==> config.mk <==
export PLATFORM = sky130hd
export DESIGN_NAME = alu_exec_ctrl
export DESIGN_NICKNAME = d
export VERILOG_FILES = /design/src/rtl/alu_exec_pkg.sv /design/src/rtl/alu_exec_ctrl.sv
export SDC_FILE = /design/constraint.sdc
export NUM_CORES = 1
export LEC_CHECK = 0
export BUFFER_PORTS_ARGS = -buffer_cell sky130_fd_sc_hd__buf_2
export CORE_ASPECT_RATIO = 0.6
export CORE_MARGIN = 5
export CORE_UTILIZATION = 47
export CTS_BUF_LIST = sky130_fd_sc_hd__clkbuf_8
export CTS_CLUSTER_SIZE = 16
export DETAILED_ROUTE_END_ITERATION = 16
export PLACE_DENSITY = 0.84
export SLEW_MARGIN = 10
export SYNTH_ARGS = -nofsm -noshare
export SYNTH_HDL_FRONTEND = slang
export SYNTH_SLANG_ARGS = --single-unit
==> constraint.sdc <==
create_clock -name clk -period 2 [get_ports clk]
set_clock_uncertainty 0.15 [all_clocks]
set_input_delay 0.2 -clock clk [delete_from_list [all_inputs] [get_ports clk]]
set_output_delay 0.2 -clock clk [all_outputs]
set_load 0.03 [all_outputs]
==> src/rtl/alu_exec_pkg.sv <==
// Shared opcode/cond constants, sequencer state encoding and decode helpers
// for the multicycle ALU execute sequencer.
package alu_exec_pkg;

   localparam logic [3:0] OP_ADD  = 4'b0000;
   localparam logic [3:0] OP_ADI  = 4'b0001;
   localparam logic [3:0] OP_NDU  = 4'b0010;

   localparam logic [1:0] COND_AL = 2'b00;
   localparam logic [1:0] COND_C  = 2'b10;
   localparam logic [1:0] COND_Z  = 2'b01;

   typedef enum logic [2:0] {
      ST_IDLE,
      ST_RD_A,
      ST_RD_B,
      ST_EXEC,
      ST_WB
   } state_t;

   // ADI ignores cond; the two register-register families reject cond=11.
   function automatic logic is_legal(input logic [15:0] ins);
      logic [3:0] op;
      op = ins[15:12];
      if (op == OP_ADI)
         is_legal = 1'b1;
      else if (op == OP_ADD || op == OP_NDU)
         is_legal = (ins[1:0] != 2'b11);
      else
         is_legal = 1'b0;
   endfunction

endpackage

==> src/rtl/alu_exec_ctrl.sv <==
// Multicycle execute sequencer: reads operands from the register file, drives
// the external ALU, commits the result and owns the C/Z flags.
module alu_exec_ctrl
   import alu_exec_pkg::*;
#(
   parameter int DATA_W = 16,
   parameter int REG_AW = 3
) (
   input  logic              clk,
   input  logic              reset,
   input  logic              start,
   input  logic [15:0]       instr,
   output logic              busy,
   output logic              done,
   output logic              illegal,
   output logic [REG_AW-1:0] rf_raddr,
   input  logic [DATA_W-1:0] rf_rdata,
   output logic              rf_we,
   output logic [REG_AW-1:0] rf_waddr,
   output logic [DATA_W-1:0] rf_wdata,
   output logic [DATA_W-1:0] alu_in1,
   output logic [DATA_W-1:0] alu_in2,
   output logic              alu_op,
   input  logic [DATA_W-1:0] alu_out,
   input  logic              alu_carry,
   output logic              c_flag,
   output logic              z_flag
);

   state_t              r_state;
   state_t              w_next;
   logic [15:0]         r_instr;
   logic                r_illegal;
   logic [DATA_W-1:0]   r_opa;
   logic [DATA_W-1:0]   r_alu_in1;
   logic [DATA_W-1:0]   r_alu_in2;
   logic                r_alu_op;
   logic [DATA_W-1:0]   r_result;
   logic                r_carry;
   logic                r_c;
   logic                r_z;

   logic [3:0]          w_op;
   logic [REG_AW-1:0]   w_ra;
   logic [REG_AW-1:0]   w_rb;
   logic [REG_AW-1:0]   w_rc;
   logic [1:0]          w_cond;
   logic                w_is_adi;
   logic                w_is_nand;
   logic                w_cond_ok;
   logic                w_we;
   logic [DATA_W-1:0]   w_imm_se;

   assign w_op      = r_instr[15:12];
   assign w_ra      = r_instr[11:9];
   assign w_rb      = r_instr[8:6];
   assign w_rc      = r_instr[5:3];
   assign w_cond    = r_instr[1:0];
   assign w_is_adi  = (w_op == OP_ADI);
   assign w_is_nand = (w_op == OP_NDU);
   assign w_imm_se  = {{(DATA_W-6){r_instr[5]}}, r_instr[5:0]};

   // Condition uses the flags as they stood before this instruction.
   always_comb begin
      w_cond_ok = 1'b0;
      if (w_is_adi)
         w_cond_ok = 1'b1;
      else begin
         case (w_cond)
            COND_AL: w_cond_ok = 1'b1;
            COND_C:  w_cond_ok = r_c;
            COND_Z:  w_cond_ok = r_z;
            default: w_cond_ok = 1'b0;
         endcase
      end
   end

   assign w_we = (r_state == ST_WB) && !r_illegal && w_cond_ok && !reset;

   always_comb begin
      w_next = r_state;
      case (r_state)
         ST_IDLE: if (start) w_next = is_legal(instr) ? ST_RD_A : ST_WB;
         ST_RD_A: w_next = w_is_adi ? ST_EXEC : ST_RD_B;
         ST_RD_B: w_next = ST_EXEC;
         ST_EXEC: w_next = ST_WB;
         ST_WB:   w_next = ST_IDLE;
         default: w_next = ST_IDLE;
      endcase
   end

   always_ff @(posedge clk) begin
      if (reset) begin
         r_state   <= ST_IDLE;
         r_instr   <= '0;
         r_illegal <= 1'b0;
         r_opa     <= '0;
         r_alu_in1 <= '0;
         r_alu_in2 <= '0;
         r_alu_op  <= 1'b0;
         r_result  <= '0;
         r_carry   <= 1'b0;
         r_c       <= 1'b0;
         r_z       <= 1'b0;
      end else begin
         r_state <= w_next;
         case (r_state)
            ST_IDLE: begin
               if (start) begin
                  r_instr   <= instr;
                  r_illegal <= !is_legal(instr);
               end
            end
            ST_RD_A: begin
               // ADI skips RD_B, so the ALU operands are loaded here.
               if (w_is_adi) begin
                  r_alu_in1 <= rf_rdata;
                  r_alu_in2 <= w_imm_se;
                  r_alu_op  <= 1'b0;
               end else begin
                  r_opa <= rf_rdata;
               end
            end
            ST_RD_B: begin
               r_alu_in1 <= r_opa;
               r_alu_in2 <= rf_rdata;
               r_alu_op  <= w_is_nand;
            end
            ST_EXEC: begin
               r_result <= alu_out;
               r_carry  <= alu_carry;
            end
            ST_WB: begin
               if (w_we) begin
                  if (!w_is_nand) r_c <= r_carry;
                  r_z <= (r_result == '0);
               end
            end
            default: ;
         endcase
      end
   end

   assign busy     = (r_state != ST_IDLE);
   assign done     = (r_state == ST_WB);
   assign illegal  = (r_state == ST_WB) && r_illegal;
   assign rf_raddr = (r_state == ST_RD_B) ? w_rb : w_ra;
   assign rf_we    = w_we;
   assign rf_waddr = w_is_adi ? w_rb : w_rc;
   assign rf_wdata = r_result;
   assign alu_in1  = r_alu_in1;
   assign alu_in2  = r_alu_in2;
   assign alu_op   = r_alu_op;
   assign c_flag   = r_c;
   assign z_flag   = r_z;

endmodule

==> Yosys cells after proc, flatten, opt, wreduce, memory -nomap -nowiden <==
Cells that the tools add are included.
{ "totals": {"in_bits": 52, "mem_bits_rw": 0, "out_inout_bits": 61, "rom_bits": 0, "register_bits": 88, "memories": 0, "word_cells": 64, "latchBits": 0} }
{ "classes": {"add_sub_neg": 0, "order_cmp": 0, "n_bitwise": 2, "reduce_logical": 19, "div_mod_pow": 0, "multipliers": 0, "shifts": 0, "eq_ne": 13, "mux": 19} }
{ "op_table": {"columns": ["cell", "n"], "rows": [
  ["$pmux W16 S2", 2],
  ["$mux W16", 2],
  ["$logic_not A16 Y1", 1],
  ["$mux W3", 4],
  ["$pmux W3 S4", 1],
  ["$eq A4 B1 Y1 const B", 2],
  ["$eq A4 B2 Y1 const B", 2],
  ["$mux W1", 8],
  ["$reduce_and A2 Y1", 4],
  ["$eq A3 B2 Y1 const B", 2],
  ["$ne A2 B2 Y1 const B", 3],
  ["$logic_and A1 B1 Y1", 4],
  ["$logic_not A4 Y1", 1],
  ["$eq A3 B1 Y1 const B", 1],
  ["$eq A3 B3 Y1 const B", 1],
  ["$logic_not A1 Y1", 3],
  ["$logic_not A3 Y1", 1],
  ["$pmux W1 S3", 1],
  ["$reduce_and A3 Y1", 1],
  ["$reduce_bool A3 Y1", 1],
  ["$eq A2 B1 Y1 const B", 1],
  ["$eq A2 B2 Y1 const B", 1],
  ["$logic_not A2 Y1", 1],
  ["$not A1 Y1", 2],
  ["3 further kinds", 3]
]} }

==> Logic depth before layout (Yosys ltp) <==
Gate-level depths: netlist of run 1.
{ "depth": {"ltp_word": 9, "mapped_depth": 7, "mapped_depth_nobuf": 4} }

==> Least setup slack after synthesis of run 1 <==
No wires, ideal clock.
{ "synth_timing": {"path_kind": "register -> register", "start": "register r_state[0]", "end": "register r_z, in the netlist z_flag", "synth_period_minus_slack_ns": 2.215, "path_buffers": 1, "path_stages_with_launch": 5, "slack_ns": -0.215, "arrival_time_ns": 1.993, "required_ns": 1.778, "setup_time_ns": 0.072, "path_cell_list": "dfxtp_1 > buf_2 > nor3b_1 > and3_1 > mux2i_1"} }
{ "synth_between": {"elab_chain_len": 5} }
{ "synth_lines": {"columns": ["item", "line_no", "text"], "rows": [
  ["from (decl)", "alu_exec_ctrl.sv:30", "state_t r_state;"],
  ["from (signal assigned)", "alu_exec_ctrl.sv:106", "r_state <= w_next;"],
  ["$eq A3 B3 Y1", null, null],
  ["net done", "alu_exec_ctrl.sv:14", "output logic done,"],
  ["$logic_and A1 B1 Y1 (3 in a row)", "alu_exec_ctrl.sv:78", "assign w_we = (r_state == ST_WB) && !r_illegal && w_cond_ok && !reset;"],
  ["net rf_we", "alu_exec_ctrl.sv:18", "output logic rf_we,"],
  ["$reduce_and A2 Y1 (no line)", null, null],
  ["to (signal assigned)", "alu_exec_ctrl.sv:136", "r_z <= (r_result == '0);"],
  ["to (decl)", "alu_exec_ctrl.sv:41", "logic r_z;"]
]} }
The timed path passes the listed nets, and every way through them passes these cells.
A chain may end at the register's enable or synchronous reset.

==> Final worst setup path of run 1 <==
{ "layout_timing": {"start": "register r_instr[15]", "end": "register r_alu_in1[15], in the netlist alu_in1[15]"} }
{ "layout_between": {"elab_chain_len": 3} }
{ "layout_lines": {"columns": ["item", "line_no", "text"], "rows": [
  ["from (decl)", "alu_exec_ctrl.sv:32", "logic [15:0] r_instr;"],
  ["from (signal assigned)", "alu_exec_ctrl.sv:110", "r_instr <= instr;"],
  ["$eq A4 B1 Y1", "alu_exec_ctrl.sv:59", "assign w_is_adi = (w_op == OP_ADI);"],
  ["$ne A2 B2 Y1 (no line)", null, null],
  ["$reduce_and A2 Y1 (no line)", null, null],
  ["to (signal assigned)", "alu_exec_ctrl.sv:117", "r_alu_in1 <= rf_rdata;"],
  ["to (signal assigned)", "alu_exec_ctrl.sv:125", "r_alu_in1 <= r_opa;"],
  ["to (decl)", "alu_exec_ctrl.sv:35", "logic [DATA_W-1:0] r_alu_in1;"]
]} }
Every way passes these cells.

==> impl_results.rst, run 1 <==
.. list-table::
   :header-rows: 1

   * - Metric
     - Value
   * - Run status
     - finished with violations
   * - Failing checks
     - setup timing
   * - Transition time at the pin with the least slew margin
     - 1.15 ns
   * - Primary flip-flop cell chosen by synthesis mapping
     - dfxtp_1
   * - Die outline height
     - 77.5 um
   * - Instance count of the mapped netlist
     - 431
   * - Clock Sink Count
     - 88
   * - Most frequent cells after synthesis
     - 124 x nand2_1, 88 x dfxtp_1, 81 x a21oi_1
   * - Drt first pass iters
     - 6
   * - Cell type of the slowest stage on the worst timing path
     - or4b_4
   * - Initial antenna violation count
     - 0
   * - Worst min path class
     - in2reg
   * - Horiz. Die Dim
     - 122 um
   * - Required time at the worst-slack endpoint
     - 2.17 ns
   * - Unrepaired setup endpoints after global routing
     - yes
   * - Achievable clock frequency
     - 464 MHz
   * - Final antenna-violating net count
     - 0
   * - Clock tree from TritonCTS
     - built
   * - Power Dens Cells
     - 691 mW/mm^2
   * - Placer congestion estimate
     - 0.841
   * - Post-synth EDFFs
     - 0
   * - Highest net fanout along the worst path
     - 5
   * - Largest net degree at the start of global routing
     - 40
   * - Most frequent cell on the critical path
     - buf_6
   * - Critical path startpoint category
     - flop
   * - Nets@finish
     - 658
   * - Hold Vio Cnt, Final
     - 0
   * - Number of distinct library cells after synthesis
     - 42
   * - Leakage power summed over all cells
     - 2.28 nW
   * - Total number of vias
     - 4,131
   * - Area growth from synthesis to layout
     - 52.9%
   * - Share of post-route cells with drive strength above 1
     - 34.4%
   * - Number of buffer cells added on primary ports
     - 112
   * - Number of warnings reported in the yosys synthesis log
     - 0
   * - Clock period minus worst slack
     - 2.15 ns
   * - Max-cap violation count
     - 0
   * - GRT Resource Usage Total
     - 27.6%
   * - Detailed Place HPWL
     - 7.13 mm
   * - First-pass GRT wire length
     - 20.3 mm
   * - Category of the most critical setup path
     - reg2reg
   * - Max Transition Viols Final
     - 0
   * - Setup ws final
     - -0.155 ns
   * - Clk slew on worst S/H paths
     - 0.09 ns
   * - Residual overflow from global routing
     - 0
   * - Headroom to the max-slew limit
     - 22.8%
   * - Final worst hold slack
     - 0.0552 ns
   * - Cell family with the largest share of critical-path delay
     - simple AND/OR/NAND/NOR gates
   * - Number of levels the H-tree was split into
     - 3
   * - FFs w/ async S/R, synth
     - 0%
   * - Via-per-instance ratio
     - 5.78
   * - Placeable Area
     - 0.00733 mm^2
   * - Filler Cells Inserted
     - 484
   * - Summed negative setup slack over all endpoints
     - -3.57 ns
   * - Clock buffer count from CTS
     - 9
   * - Cell type with the highest aggregate area in the netlist
     - dfxtp_1
   * - Starting Density
     - 48.7%
   * - Type of element capturing the critical path
     - flop
   * - Number of global-route vias before repair
     - 4,039
   * - Cell at the root of the clock tree
     - clkbuf_8
   * - Crit path buf inv count
     - 3
   * - Cell Area, Synth
     - 0.00357 mm^2
   * - Routed length per placed instance
     - 19.5 um
   * - Total Routed Length
     - 13.9 mm
   * - Mean Syn Cell Area
     - 8.28 um^2
   * - Antenna fix cells
     - 0
   * - Violation count after the first detailed-routing iteration
     - 412
   * - Worst VDD drop
     - 0.751 mV
   * - Final worst path period share
     - 108%
   * - Dominant cells by area after synthesis
     - dfxtp_1 49%, nand2_1 13%, a21oi_1 11%
   * - Residual DRC
     - 0
   * - Floorplan die area
     - 0.00949 mm^2
   * - Total of flip-flops plus latches after synthesis
     - 88
   * - Worst Path Arrival
     - 2.32 ns
   * - Clock insertion delay at the later pin of the skew report
     - 0.38 ns
   * - # IOs
     - 113
   * - Most frequent cell after synthesis
     - nand2_1
   * - Count of standard-cell rows
     - 24
   * - Worst stage delay on the critical path
     - 0.57 ns
   * - Final-report setup violation count
     - 34
   * - List of cells traversed by the critical path
     - or4b_4 > buf_6 > buf_6 > o21ai_4 > and2_4 > clkbuf_16 > o21a_1
   * - Longest Clk Path Bufs
     - 2
   * - Post-synthesis sequential area ratio
     - 49.4%
   * - Synth top area share
     - 49.4%
   * - Syn_nets
     - 483
## final cells by class
type,instances,area (um^2),area share (%)
clock inverters,4,18.8,0.344
inverters,4,15.0,0.275
multi-input cells,305,1880,34.4
flip-flops and latches,88,1780,32.6
clock buffers,12,165,3.03
well taps,104,130,2.38
repair buffers,198,1470,27.0
## per-stage QoR
stage                     std cells  utilization, %  worst slack, ns  instance area [um^2]  total power [mW]
after floorplan                 431               -           0.0962                  3570              2.19
after global placement          629            57.9           0.0665                  4240              2.35
after detailed placement        629            57.9          0.00100                  4240              2.37
after CTS                       704            71.5          -0.0982                  5240              3.67
after global routing            715            74.5           -0.187                  5460              3.90
final                           715            74.5           -0.155                  5460              3.77
## layer usage
metal	global-route usage (%)	part of all wire (%)	vias up
li1	-	-	1862
met1	32.4	38	1908
met2	45.7	46	283
met3	9.96	10	78
met4	12.1	5.2	0
met5	0	0	-
## registers in the layout (all words and copies together), names as in the netlist
register / flops
alu_in1: 16
r_opa: 16
r_instr: 16
r_state: 3
z_flag: 1
r_carry: 1
rf_wdata: 16
alu_in2: 16
alu_op: 1
r_illegal: 1
c_flag: 1
## logic make-up (layout without fill, tap and decap cells)
family | Yosys count | count (layout) | share of synthesized area (%)
flip-flops | 88 | 88 | 49.4
AO/OA/AOI/OAI | 144 | 144 | 24.7
buffers and inverters | 38 | 218 | 5.19
AND/OR/NAND/NOR | 157 | 157 | 19.5
multiplexers | 4 | 4 | 1.23
## repair_timing
action,CTS,global route
gates resized for setup,51,21
setup endpoints to repair,13,57
hold endpoints to repair,54,0
buffers inserted,8,8
cloned,2,3
pin swaps,12,4
hold buffers,49,0
## path summary, 6_finish.rpt
path	endpoint	slack, ns	depth (start not counted)	startpoint
min	rf_wdata[5]$_SDFFE_PP0P_	0.06	2	reset
max reg2reg	alu_in1[15]$_SDFFE_PP0P_	-0.15	7	r_instr[15]$_SDFFE_PP0P_
min reg2reg	alu_in2[13]$_SDFFE_PP0P_	0.31	2	alu_in2[13]$_SDFFE_PP0P_
max	alu_in1[15]$_SDFFE_PP0P_	-0.15	7	r_instr[15]$_SDFFE_PP0P_
## cells in the final DEF (no fill, tap or decap), types with 3 or more instances in the layout
cell / n
buf_4: 24
nand2_1: 117
nor3b_2: 3
dfxtp_4: 4
dfxtp_1: 82
inv_1: 5
o32ai_4: 3
o21a_1: 21
buf_12: 3
nand2_2: 3
clkinv_2: 3
nor4_1: 3
a211oi_1: 3
dlygate4sd3_1: 49
nand2_4: 4
a21oi_1: 80
nor2_1: 4
o32ai_1: 5
clkbuf_8: 12
o21ai_0: 10
buf_2: 107
buf_6: 11
nand2b_1: 3
o32ai_2: 13
## where the power goes
group,switching [mW],internal [mW]
Sequential,0.0611,1.81
Clock,0.657,0.544
Combinational,0.391,0.307
Total,1.11,2.66
Note: power is estimated with default switching activity, not from simulation.
==> run 2: changes to the inputs <==
- ABC_AREA: unset -> 1
- CORE_UTILIZATION: 47 -> 48
- CTS_CLUSTER_DIAMETER: unset -> 80
- HOLD_SLACK_MARGIN: unset -> 0.08
- PLACE_DENSITY: 0.84 -> 0.85
==> run 2 against run 1 <==
- the flow now finishes without violations
- first-iteration DRC count fell by 25%
- utilization fell by 5.5 points
- design area shrank 6.6%
- hold slack improved by 0.083 ns
- synthesized cell count rose by 20%
- sequential power hardly changed
- sequential cell count did not move
- clock power grew 7%
- largest cell class is now registers
- highest routed layer unchanged
==> impl_results.rst, run 2 <==
.. list-table::
   :header-rows: 1

   * - Metric
     - Value
   * - Run status
     - finished clean (was finished with violations)
   * - Residual DRC
     - 0 (unchanged)
   * - Violation count after the first detailed-routing iteration
     - 311 (was 412)
   * - Largest net degree at the start of global routing
     - 66 (was 40)
   * - Critical path startpoint category
     - flop (unchanged)
   * - Hold Vio Cnt, Final
     - 0 (unchanged)
   * - Clock period minus worst slack
     - 1.98 ns (was 2.15 ns)
   * - Seq. cell area
     - 0.00176 mm^2 (was 0.00178 mm^2)
   * - Synth top area share
     - 47.3% (was 49.4%)
   * - Mean Syn Cell Area
     - 7.20 um^2 (was 8.28 um^2)
   * - Number of distinct library cells after synthesis
     - 26 (was 42)
   * - Worst R2R End
     - r_instr[14]$_SDFFE_PP0P_ (was alu_in1[15]$_SDFFE_PP0P_)
   * - Final worst path period share
     - 99.0% (was 108%)
   * - GRT Resource Usage Total
     - 23.6% (was 27.6%)
   * - Final core utilization
     - 69.0% (was 74.5%)
   * - Worst VDD drop
     - 0.431 mV (was 0.751 mV)
   * - FFs w/ async S/R, synth
     - 0% (unchanged)
   * - Routed length per placed instance
     - 14.7 um (was 19.5 um)
   * - Top library cells by usage in the layout, fill and taps aside
     - 112 x buf_2, 98 x nand2_1, 92 x nor2_1 (was 117 x nand2_1, 107 x buf_2, 82 x dfxtp_1)
   * - Post-Place Setup Slack
     - 0.229 ns (was 0.00100 ns)
   * - Placer congestion estimate
     - 0.897 (was 0.841)
   * - Clock insertion delay at the later pin of the skew report
     - 0.36 ns (was 0.38 ns)
   * - Type of element capturing the critical path
     - flop (unchanged)
   * - Number of levels the H-tree was split into
     - 3 (unchanged)
   * - Via-per-instance ratio
     - 5.17 (was 5.78)
   * - Antenna fix cells
     - 0 (unchanged)
   * - Total of flip-flops plus latches after synthesis
     - 88 (unchanged)
   * - Total number of vias
     - 4,055 (was 4,131)
   * - Dpl cell area
     - 0.00429 mm^2 (was 0.00424 mm^2)
   * - Cell type with the highest aggregate area in the netlist
     - dfxtp_1 (unchanged)
   * - Clock Sink Count
     - 88 (unchanged)
   * - Leakage power summed over all cells
     - 2.37 nW (was 2.28 nW)
   * - Cell Area, Synth
     - 0.00372 mm^2 (was 0.00357 mm^2)
   * - Achievable clock frequency
     - 505 MHz (was 464 MHz)
   * - Number of warnings reported in the yosys synthesis log
     - 0 (unchanged)
   * - Primary flip-flop cell chosen by synthesis mapping
     - dfxtp_1 (unchanged)
   * - Cell at the root of the clock tree
     - clkbuf_8 (unchanged)
   * - Longest Clk Path Bufs
     - 2 (unchanged)
   * - First-pass GRT wire length
     - 18.3 mm (was 20.3 mm)
   * - Floorplan die area
     - 0.00967 mm^2 (was 0.00949 mm^2)
   * - Number of cells on the worst reg-to-reg path
     - 6 (was 7)
   * - Final std cell area, no fill
     - 0.00510 mm^2 (was 0.00546 mm^2)
   * - Syn_nets
     - 569 (was 483)
   * - Number of buffer cells added on primary ports
     - 112 (unchanged)
   * - # IOs
     - 113 (unchanged)
   * - Filler Cells Inserted
     - 593 (was 484)
   * - Most common cell after layout, fill and taps aside
     - buf_2 (was nand2_1)
   * - Final antenna-violating net count
     - 0 (unchanged)
   * - Highest net fanout along the worst path
     - 5 (unchanged)
   * - Count of standard-cell rows
     - 24 (unchanged)
   * - Category of the most critical setup path
     - reg2reg (unchanged)
   * - Clk slew on worst S/H paths
     - 0.10 ns (was 0.09 ns)
   * - Die outline height
     - 78.2 um (was 77.5 um)
   * - Reg-to-reg critical path startpoint
     - r_state[0]$_SDFFE_PP0P_ (was r_instr[15]$_SDFFE_PP0P_)
   * - Worst setup slack for register-to-register paths
     - 0.02 ns (was -0.15 ns)
   * - Number of global-route vias before repair
     - 3,856 (was 4,039)
   * - Max-cap violation count
     - 0 (unchanged)
   * - Setup ws final
     - 0.0199 ns (was -0.155 ns)
   * - Headroom to the max-slew limit
     - 62.7% (was 22.8%)
   * - Clock buffer count from CTS
     - 9 (unchanged)
   * - Total Routed Length
     - 11.5 mm (was 13.9 mm)
   * - Final-report setup violation count
     - 0 (was 34)
   * - Max Transition Viols Final
     - 0 (unchanged)
   * - Area growth from synthesis to layout
     - 37.0% (was 52.9%)
   * - Area taken by multi-input logic gates
     - 0.00166 mm^2 (was 0.00188 mm^2)
   * - Power Dens Cells
     - 741 mW/mm^2 (was 691 mW/mm^2)
   * - Endpoint of the worst hold-timing path
     - r_instr[14]$_SDFFE_PP0P_ (was rf_wdata[5]$_SDFFE_PP0P_)
   * - Starting Density
     - 50.4% (was 48.7%)
   * - Critical path launch point
     - r_state[0]$_SDFFE_PP0P_ (was r_instr[15]$_SDFFE_PP0P_)
   * - Instance count of the mapped netlist
     - 517 (was 431)
   * - Placeable Area
     - 0.00739 mm^2 (was 0.00733 mm^2)
   * - Transition time at the pin with the least slew margin
     - 0.559 ns (was 1.15 ns)
   * - Summed negative setup slack over all endpoints
     - 0 ns (was -3.57 ns)
   * - Unrepaired setup endpoints after global routing
     - yes (unchanged)
   * - Residual overflow from global routing
     - 0 (unchanged)
   * - Horiz. Die Dim
     - 124 um (was 122 um)
   * - Share of post-route cells with drive strength above 1
     - 23.1% (was 34.4%)
   * - Drt first pass iters
     - 5 (was 6)
   * - Min-Delay Path Depth
     - 3 (was 2)
   * - Initial antenna violation count
     - 0 (unchanged)
   * - Post-synthesis sequential area ratio
     - 47.3% (was 49.4%)
   * - Clock tree from TritonCTS
     - built (unchanged)
   * - Worst min path class
     - in2reg (unchanged)
   * - Nets@finish
     - 727 (was 658)
   * - Worst Path Arrival
     - 2.14 ns (was 2.32 ns)
   * - Dominant cells by area after synthesis
     - dfxtp_1 47%, o21ai_0 11%, nand2_1 10% (was dfxtp_1 49%, nand2_1 13%, a21oi_1 11%)
   * - Origin of the worst min-delay path
     - reset (unchanged)
   * - Post-synth EDFFs
     - 0 (unchanged)
   * - Most frequent cells after synthesis
     - 99 x nand2_1, 96 x nor2_1, 88 x dfxtp_1 (was 124 x nand2_1, 88 x dfxtp_1, 81 x a21oi_1)
   * - Required time at the worst-slack endpoint
     - 2.16 ns (was 2.17 ns)
   * - Detailed Place HPWL
     - 7.07 mm (was 7.13 mm)
   * - Most frequent cell after synthesis
     - nand2_1 (unchanged)
-- run 2: power by group --
group / leakage, nW / total [mW] / switching, mW / internal, mW
clock: 0.101 / 1.28 / 0.634 / 0.641
combinational: 1.56 / 0.641 / 0.393 / 0.248
sequential: 0.714 / 1.86 / 0.0383 / 1.82
-- run 2: kinds of logic after synthesis --
| logic type | share of synthesized area, % |
|---|---|
| DFF | 47.3 |
| AOI/OAI and AO/OA | 19.4 |
| buffers and inverters | 8.81 |
| and+or+nand+nor | 24.4 |
-- run 2: cell type report --
cell class                 instances  share of cell area (%)
clock buffer                      11                    2.97
timing repair buffer             177                    23.3
inverter                          39                    2.87
sequential                        88                    34.6
multi-input combinational        360                    32.6
clock inverter                     5                    1.08
tap                              104                    2.55
-- run 2: worst max path at each step --
stage | cells after the start | slack, ns | end
6_report | 6 | 0.02 | r_instr[14]$_SDFFE_PP0P_
5_1_grt | 6 | -0.06 | r_instr[14]$_SDFFE_PP0P_
4_1_cts | 6 | 0.02 | rf_we
3_5_place_dp | 6 | 0.23 | r_opa[15]$_SDFFE_PP0P_
3_3_place_gp | 6 | 0.38 | r_opa[8]$_SDFFE_PP0P_
2_1_floorplan | 4 | 0.21 | rf_raddr[0]
-- run 2: critical path, cell delays in order (launching register included) --
cell and delay, ns:
dfxtp_1 0.40, nor2_2 0.22, inv_2 0.09, nor2_4 0.19, nand3_1 0.13, dlygate4sd3_1 0.61, a21oi_1 0.14
-- run 2: per-layer routing --
layer  routed length, um  track usage [%]  part of all wire (%)  vias to the layer above
met5                   0                0                     0                        -
met4                 231             6.63                   2.0                        0
met3                1100             7.40                   9.5                       30
met2                5340             40.7                    46                      212
met1                4850             28.4                    42                     1847
li1                    -                -                     -                     1966
-- run 2: through the flow --
step / cells / hold slack, ns / total power, mW
4_1_cts: 782 / 0.125 / 3.75
3_5_place_dp: 710 / 0.290 / 2.41
5_1_grt: 784 / 0.151 / 3.93
6_report: 784 / 0.138 / 3.78
2_1_floorplan: 517 / 0.119 / 2.26
3_3_place_gp: 710 / 0.286 / 2.40
-- run 2: repair_timing --
item                                    CTS  global route
hold buffers                             56             0
endpoints found under the setup margin    1            18
buffers inserted                          0             1
gates cloned                              0             1
gates resized for setup                   1             6
endpoints found under the hold margin    68             0
pin swaps                                 0             1
